**src/rtl/uart_tx_fifo_if.sv**
```systemverilog
// IO-bus and emitter-side signal bundle for the UART transmit FIFO.
// Handshake: a byte moves on a rising edge where tx_valid && tx_ready; tx_valid
// never depends on tx_ready, and tx_data stays stable while tx_valid is high and
// the byte has not been taken.
interface uart_tx_fifo_if;
  logic        io_wr;
  logic [31:0] io_addr;
  logic [31:0] io_wdata;
  logic [31:0] io_rdata;
  logic [7:0]  tx_data;
  logic        tx_valid;
  logic        tx_ready;
  logic        full;

  modport slave (
    input  io_wr, io_addr, io_wdata, tx_ready,
    output io_rdata, tx_data, tx_valid, full
  );

  modport master (
    output io_wr, io_addr, io_wdata, tx_ready,
    input  io_rdata, tx_data, tx_valid, full
  );
endinterface

```
**src/rtl/uart_tx_fifo.sv**
```systemverilog
// Memory-mapped UART transmit FIFO: IO byte stores are queued first-word-fall-through
// and drained to the emitter; the status register reports level, full/empty and overflow.
module uart_tx_fifo #(
  parameter int DEPTH    = 16,
  parameter int DATA_BIT = 1,
  parameter int STAT_BIT = 2
) (
  input  logic           clk,
  input  logic           resetn,
  uart_tx_fifo_if.slave  bus
);
  localparam int            AW       = $clog2(DEPTH);
  localparam logic [AW:0]   FULL_CNT = (AW+1)'(DEPTH);

  logic [7:0]    mem [DEPTH];
  logic [AW-1:0] rd_ptr;
  logic [AW-1:0] wr_ptr;
  logic [AW:0]   count;
  logic          ovf;

  logic push, pop, accept, overflow, ovf_clr, is_full, is_empty;
  logic [31:0] status;

  assign is_full  = (count == FULL_CNT);
  assign is_empty = (count == '0);
  assign push     = bus.io_wr & bus.io_addr[DATA_BIT+2];
  assign pop      = bus.tx_valid & bus.tx_ready;
  // A full FIFO still accepts a byte when the head leaves in the same cycle.
  assign accept   = push & (~is_full | pop);
  assign overflow = push & is_full & ~pop;
  assign ovf_clr  = bus.io_wr & bus.io_addr[STAT_BIT+2] & bus.io_wdata[11];

  always_ff @(posedge clk or negedge resetn) begin
    if (!resetn) begin
      rd_ptr <= '0;
      wr_ptr <= '0;
      count  <= '0;
      ovf    <= 1'b0;
    end else begin
      if (accept) wr_ptr <= wr_ptr + 1'b1;
      if (pop)    rd_ptr <= rd_ptr + 1'b1;
      case ({accept, pop})
        2'b10:   count <= count + 1'b1;
        2'b01:   count <= count - 1'b1;
        default: count <= count;
      endcase
      if (overflow)     ovf <= 1'b1;
      else if (ovf_clr) ovf <= 1'b0;
    end
  end

  // Storage is deliberately not reset; only the pointers define its contents.
  always_ff @(posedge clk) begin
    if (accept) mem[wr_ptr] <= bus.io_wdata[7:0];
  end

  always_comb begin
    status        = '0;
    status[7:0]   = 8'(count);
    status[9]     = is_full;
    status[10]    = is_empty;
    status[11]    = ovf;
  end

  assign bus.tx_data  = mem[rd_ptr];
  assign bus.tx_valid = ~is_empty;
  assign bus.full     = is_full;
  assign bus.io_rdata = bus.io_addr[STAT_BIT+2] ? status : 32'h0;

  logic unused_bits;
  assign unused_bits = ^{bus.io_addr, bus.io_wdata};
endmodule

```
**src/flat_wrapper.sv**
```systemverilog
// flat-port wrapper written by rule: the top's interface ports become plain ports
module uart_tx_fifo_flat 
#(
  parameter int DEPTH    = 16,
  parameter int DATA_BIT = 1,
  parameter int STAT_BIT = 2
)
  (clk, resetn, bus_io_wr, bus_io_addr, bus_io_wdata, bus_tx_ready, bus_io_rdata, bus_tx_data, bus_tx_valid, bus_full);
  uart_tx_fifo_if bus_i ();
  input  logic clk;
  input  logic resetn;
  input wire logic [$bits(bus_i.io_wr)-1:0] bus_io_wr;
  input wire logic [$bits(bus_i.io_addr)-1:0] bus_io_addr;
  input wire logic [$bits(bus_i.io_wdata)-1:0] bus_io_wdata;
  input wire logic [$bits(bus_i.tx_ready)-1:0] bus_tx_ready;
  output wire logic [$bits(bus_i.io_rdata)-1:0] bus_io_rdata;
  output wire logic [$bits(bus_i.tx_data)-1:0] bus_tx_data;
  output wire logic [$bits(bus_i.tx_valid)-1:0] bus_tx_valid;
  output wire logic [$bits(bus_i.full)-1:0] bus_full;
  assign bus_i.io_wr = bus_io_wr;
  assign bus_i.io_addr = bus_io_addr;
  assign bus_i.io_wdata = bus_io_wdata;
  assign bus_i.tx_ready = bus_tx_ready;
  assign bus_io_rdata = bus_i.io_rdata;
  assign bus_tx_data = bus_i.tx_data;
  assign bus_tx_valid = bus_i.tx_valid;
  assign bus_full = bus_i.full;
  uart_tx_fifo #(.DEPTH(DEPTH), .DATA_BIT(DATA_BIT), .STAT_BIT(STAT_BIT)) u_core (.clk(clk), .resetn(resetn), .bus(bus_i));
endmodule
```
**config.mk**
```make
export PLATFORM = sky130hd
export DESIGN_NAME = uart_tx_fifo_flat
export DESIGN_NICKNAME = d
export VERILOG_FILES = /design/src/rtl/uart_tx_fifo_if.sv /design/src/rtl/uart_tx_fifo.sv /design/src/flat_wrapper.sv
export SDC_FILE = /design/constraint.sdc
export NUM_CORES = 1
export LEC_CHECK = 0
export ABC_AREA = 0
export BUFFER_PORTS_ARGS = -buffer_cell sky130_fd_sc_hd__buf_2
export CORE_MARGIN = 8
export CORE_UTILIZATION = 52
export CTS_BUF_LIST = sky130_fd_sc_hd__clkbuf_8
export DETAILED_ROUTE_END_ITERATION = 12
export PLACE_DENSITY = 0.86
export SLEW_MARGIN = 20
export SYNTH_ARGS = -nofsm -noshare
export SYNTH_HDL_FRONTEND = slang
export SYNTH_SLANG_ARGS = --single-unit
```
**constraint.sdc**
```tcl
create_clock -name clk -period 2.3 [get_ports clk]
set_input_delay 0.115 -clock clk [delete_from_list [all_inputs] [get_ports clk]]
set_output_delay 0.115 -clock clk [all_outputs]
set_load 0.01 [all_outputs]
```
==> flow_summary.json <==
{
  "cts-root-buf": "clkbuf_8",
  "worst_ir_drop_vdd_mv": 0.686,
  "hold_slack_ns": 0.0312,
  "die-area_um2": 15100,
  "skew_ns": 0.0132,
  "dieHeight_um": 123,
  "tritoncts.num_buffers": 17,
  "rows": 39,
  "synth.distinct_cells": 41,
  "rsz0062_at_grt": "true",
  "io_buffers": 32,
  "sw_frac_of_total_pct": 34.4,
  "power.switching_uw": 2790,
  "setup-violations-final": 0,
  "startpoint_type": "flop",
  "synth_most_common_cell": "edfxtp_1",
  "arrival_ns": 2.16,
  "drt_iter0_drc": 395,
  "ant_nets": 0,
  "ys_ff_latch": 142,
  "grt_pass1_vias": 3456,
  "min_path_type": "in2reg",
  "synthArstFlopShare_pct": 9.86,
  "drt_drc_violations_left": 0,
  "hpwl_um": 7880,
  "finalWirelength_um": 12900,
  "cts_tree": "yes",
  "critPathKind": "reg2out",
  "yosys.area.top_type": "edfxtp_1",
  "clock_tree.buffer_depth": 2,
  "wl_per_cell_um": 22.8,
  "ys_seq_area_share_pct": 70.3,
  "antenna_found_initial": 0,
  "p_int_uw": 5320,
  "n_antenna_cell": 0,
  "grt_overflow": 0,
  "fp.dieW_um": 123,
  "design_area_um2": 7000,
  "end_kind": "output port",
  "start_util_pct": 52.7,
  "clkPwrFrac_pct": 23.1,
  "grt_max_degree": 33,
  "min_period_ns": 2.27,
  "io_pins": 110,
  "syn_area_per_cell_um2": 17.7,
  "synthTopCellsByArea": "edfxtp_1 64%, mux4_2 12%, dfrtp_1 5.9%, buf_4 3.3%, a22oi_1 2.0%",
  "synth_top_cell_area_share_pct": 64.5,
  "multi_input_area_um2": 1650,
  "netlist_area_um2": 5960,
  "grt_use_total_pct": 16.9,
  "p_leak_uw": 0.00248,
  "total_power_uw": 8110,
  "insertion_delay_ns": 0.44,
  "clock_sinks": 142,
  "vias_per_cell": 5.93,
  "area_growth_pct": 17.5,
  "grt_pass1_wl_um": 18600,
  "htreeDepth": 4,
  "num-fill-cells": 772,
  "combinationalPowerShare_pct": 36.7,
  "drt_pass1_iterations": 6,
  "core_area_um2": 11300,
  "gp_congestion": 0.835,
  "final_max_slew_viol_count": 0,
  "outcome": "finished clean",
  "synth_edf_count": 128,
  "layout.nets": 486,
  "ys.warnings.count": 0,
  "period_share_pct": 98.9,
  "drive_above_1_share_pct": 38.4,
  "regArea_um2": 4200,
  "vias": 3368,
  "finalSetupTns_ns": 0,
  "placedInstanceArea_um2": 6400,
  "maxCapViolCount": 0,
  "fmax_mhz": 440,
  "hold_viol": 0,
  "p_seq_share_pct": 40.2,
  "relSlewSlack_pct": 41.8,
  "worst_slew_pin_slew_ns": 0.870,
  "synthCells": 337,
  "cp_data_required_time_ns": 2.18,
  "worstPathMaxFanout": 4,
  "cts.clk_slew.worst_paths_ns": 0.09,
  "p_per_area_nw_per_um2": 1160,
  "synth_ff_type": "edfxtp_1",
  "synth_common_cells": "128 x edfxtp_1, 32 x mux4_2, 26 x buf_4, 20 x nand2_1"
}
layer usage:
layer | GRT usage [%] | part of all wire [%]
met5 | 0 | 0
met4 | 5.64 | 1.4
met3 | 5.16 | 8.9
met2 | 29.7 | 53
met1 | 19.3 | 36
logic make-up (layout without fill, tap and decap cells):
logic type / Yosys count / count (layout) / share of synthesized area [%]
flops: 142 / 142 / 70.3
simple gates: 66 / 66 / 5.46
buf+inv: 46 / 111 / 4.89
compound gates: 33 / 33 / 4.24
mux: 33 / 33 / 12.3
xor+xnor: 10 / 10 / 1.47
fa+ha+maj: 6 / 6 / 1.26
other cells: 1 / 24 / 0.0629
worst paths after layout:
kind                            slack (ns)              from  depth (start not counted)                to
worst max-delay path                  0.03  u_core.rd_ptr[0]                          6    bus_tx_data[3]
min in group asynchronous             0.10            resetn                          2   u_core.count[1]
worst max register to register        0.03   u_core.count[3]                          8   u_core.count[4]
worst min register to register        0.50        u_core.ovf                          1        u_core.ovf
worst min-delay path                  0.03         bus_io_wr                          3        u_core.ovf
max in group asynchronous             1.93            resetn                          2  u_core.rd_ptr[0]
power by group through the flow:
stage                     Sequential (µW)  Combinational (µW)  Clock [µW]
final                                3260                2980        1870
after global routing                 3270                3220        2010
after CTS                            3250                2690        1900
after detailed placement             3300                2500           0
after global placement               3270                2420           0
after floorplan                      3210                1800           0
critical path, stage by stage (launching register included):
cell and delay [ns]:
dfrtp_2 0.39, buf_4 0.17, clkbuf_16 0.16, mux4_2 0.53
a22oi_2 0.22, nand2_1 0.09, buf_2 0.14
cell type report:
type | count | area share (%)
inverter | 4 | 0.214
multi-input combinational | 172 | 23.5
timing repair buffer | 75 | 8.34
clock buffer | 17 | 3.34
sequential | 142 | 59.9
clock inverter | 15 | 2.13
tap | 143 | 2.55
through the flow:
stage	worst slack (ns)	std cells	utilization, %
finish	0.0260	568	61.9
global route	-0.0907	568	61.9
CTS	0.000247	563	60.7
detailed placement	0.00882	525	56.5
global placement	0.0682	525	56.5
floorplan	-0.0171	360	-
what timing repair did:
item,CTS,global route
gates cloned,1,3
hold endpoints to repair,15,0
hold buffers,2,0
setup endpoints to repair,8,10
pin swaps,1,4
gates resized for setup,3,13
buffers inserted,3,3
sequential cells by signal (all words and copies together) (netlist names):
| register | flops |
|---|---|
| u_core.mem | 128 |
| u_core.wr_ptr | 4 |
| u_core.count | 5 |
| u_core.ovf | 1 |
| u_core.rd_ptr | 4 |
cell usage in the layout (no fill, tap or decap), types with 4 or more instances in the layout:
cell      Yosys  final
a21oi_1       4      4
a22oi_1      16      6
a22oi_2       0     10
and2_1        9      9
buf_2         5     32
buf_4        26     34
clkbuf_8      0     17
conb_1        1     24
dfrtp_1      14     13
edfxtp_1    128    128
ha_1          6      5
inv_1         4      4
inv_6         0      6
mux4_2       32     32
nand2_1      20     19
nor2_1       16     14
nor3_1        6      5
xnor2_1       7      7
Power figures use the tool's default switching activity.
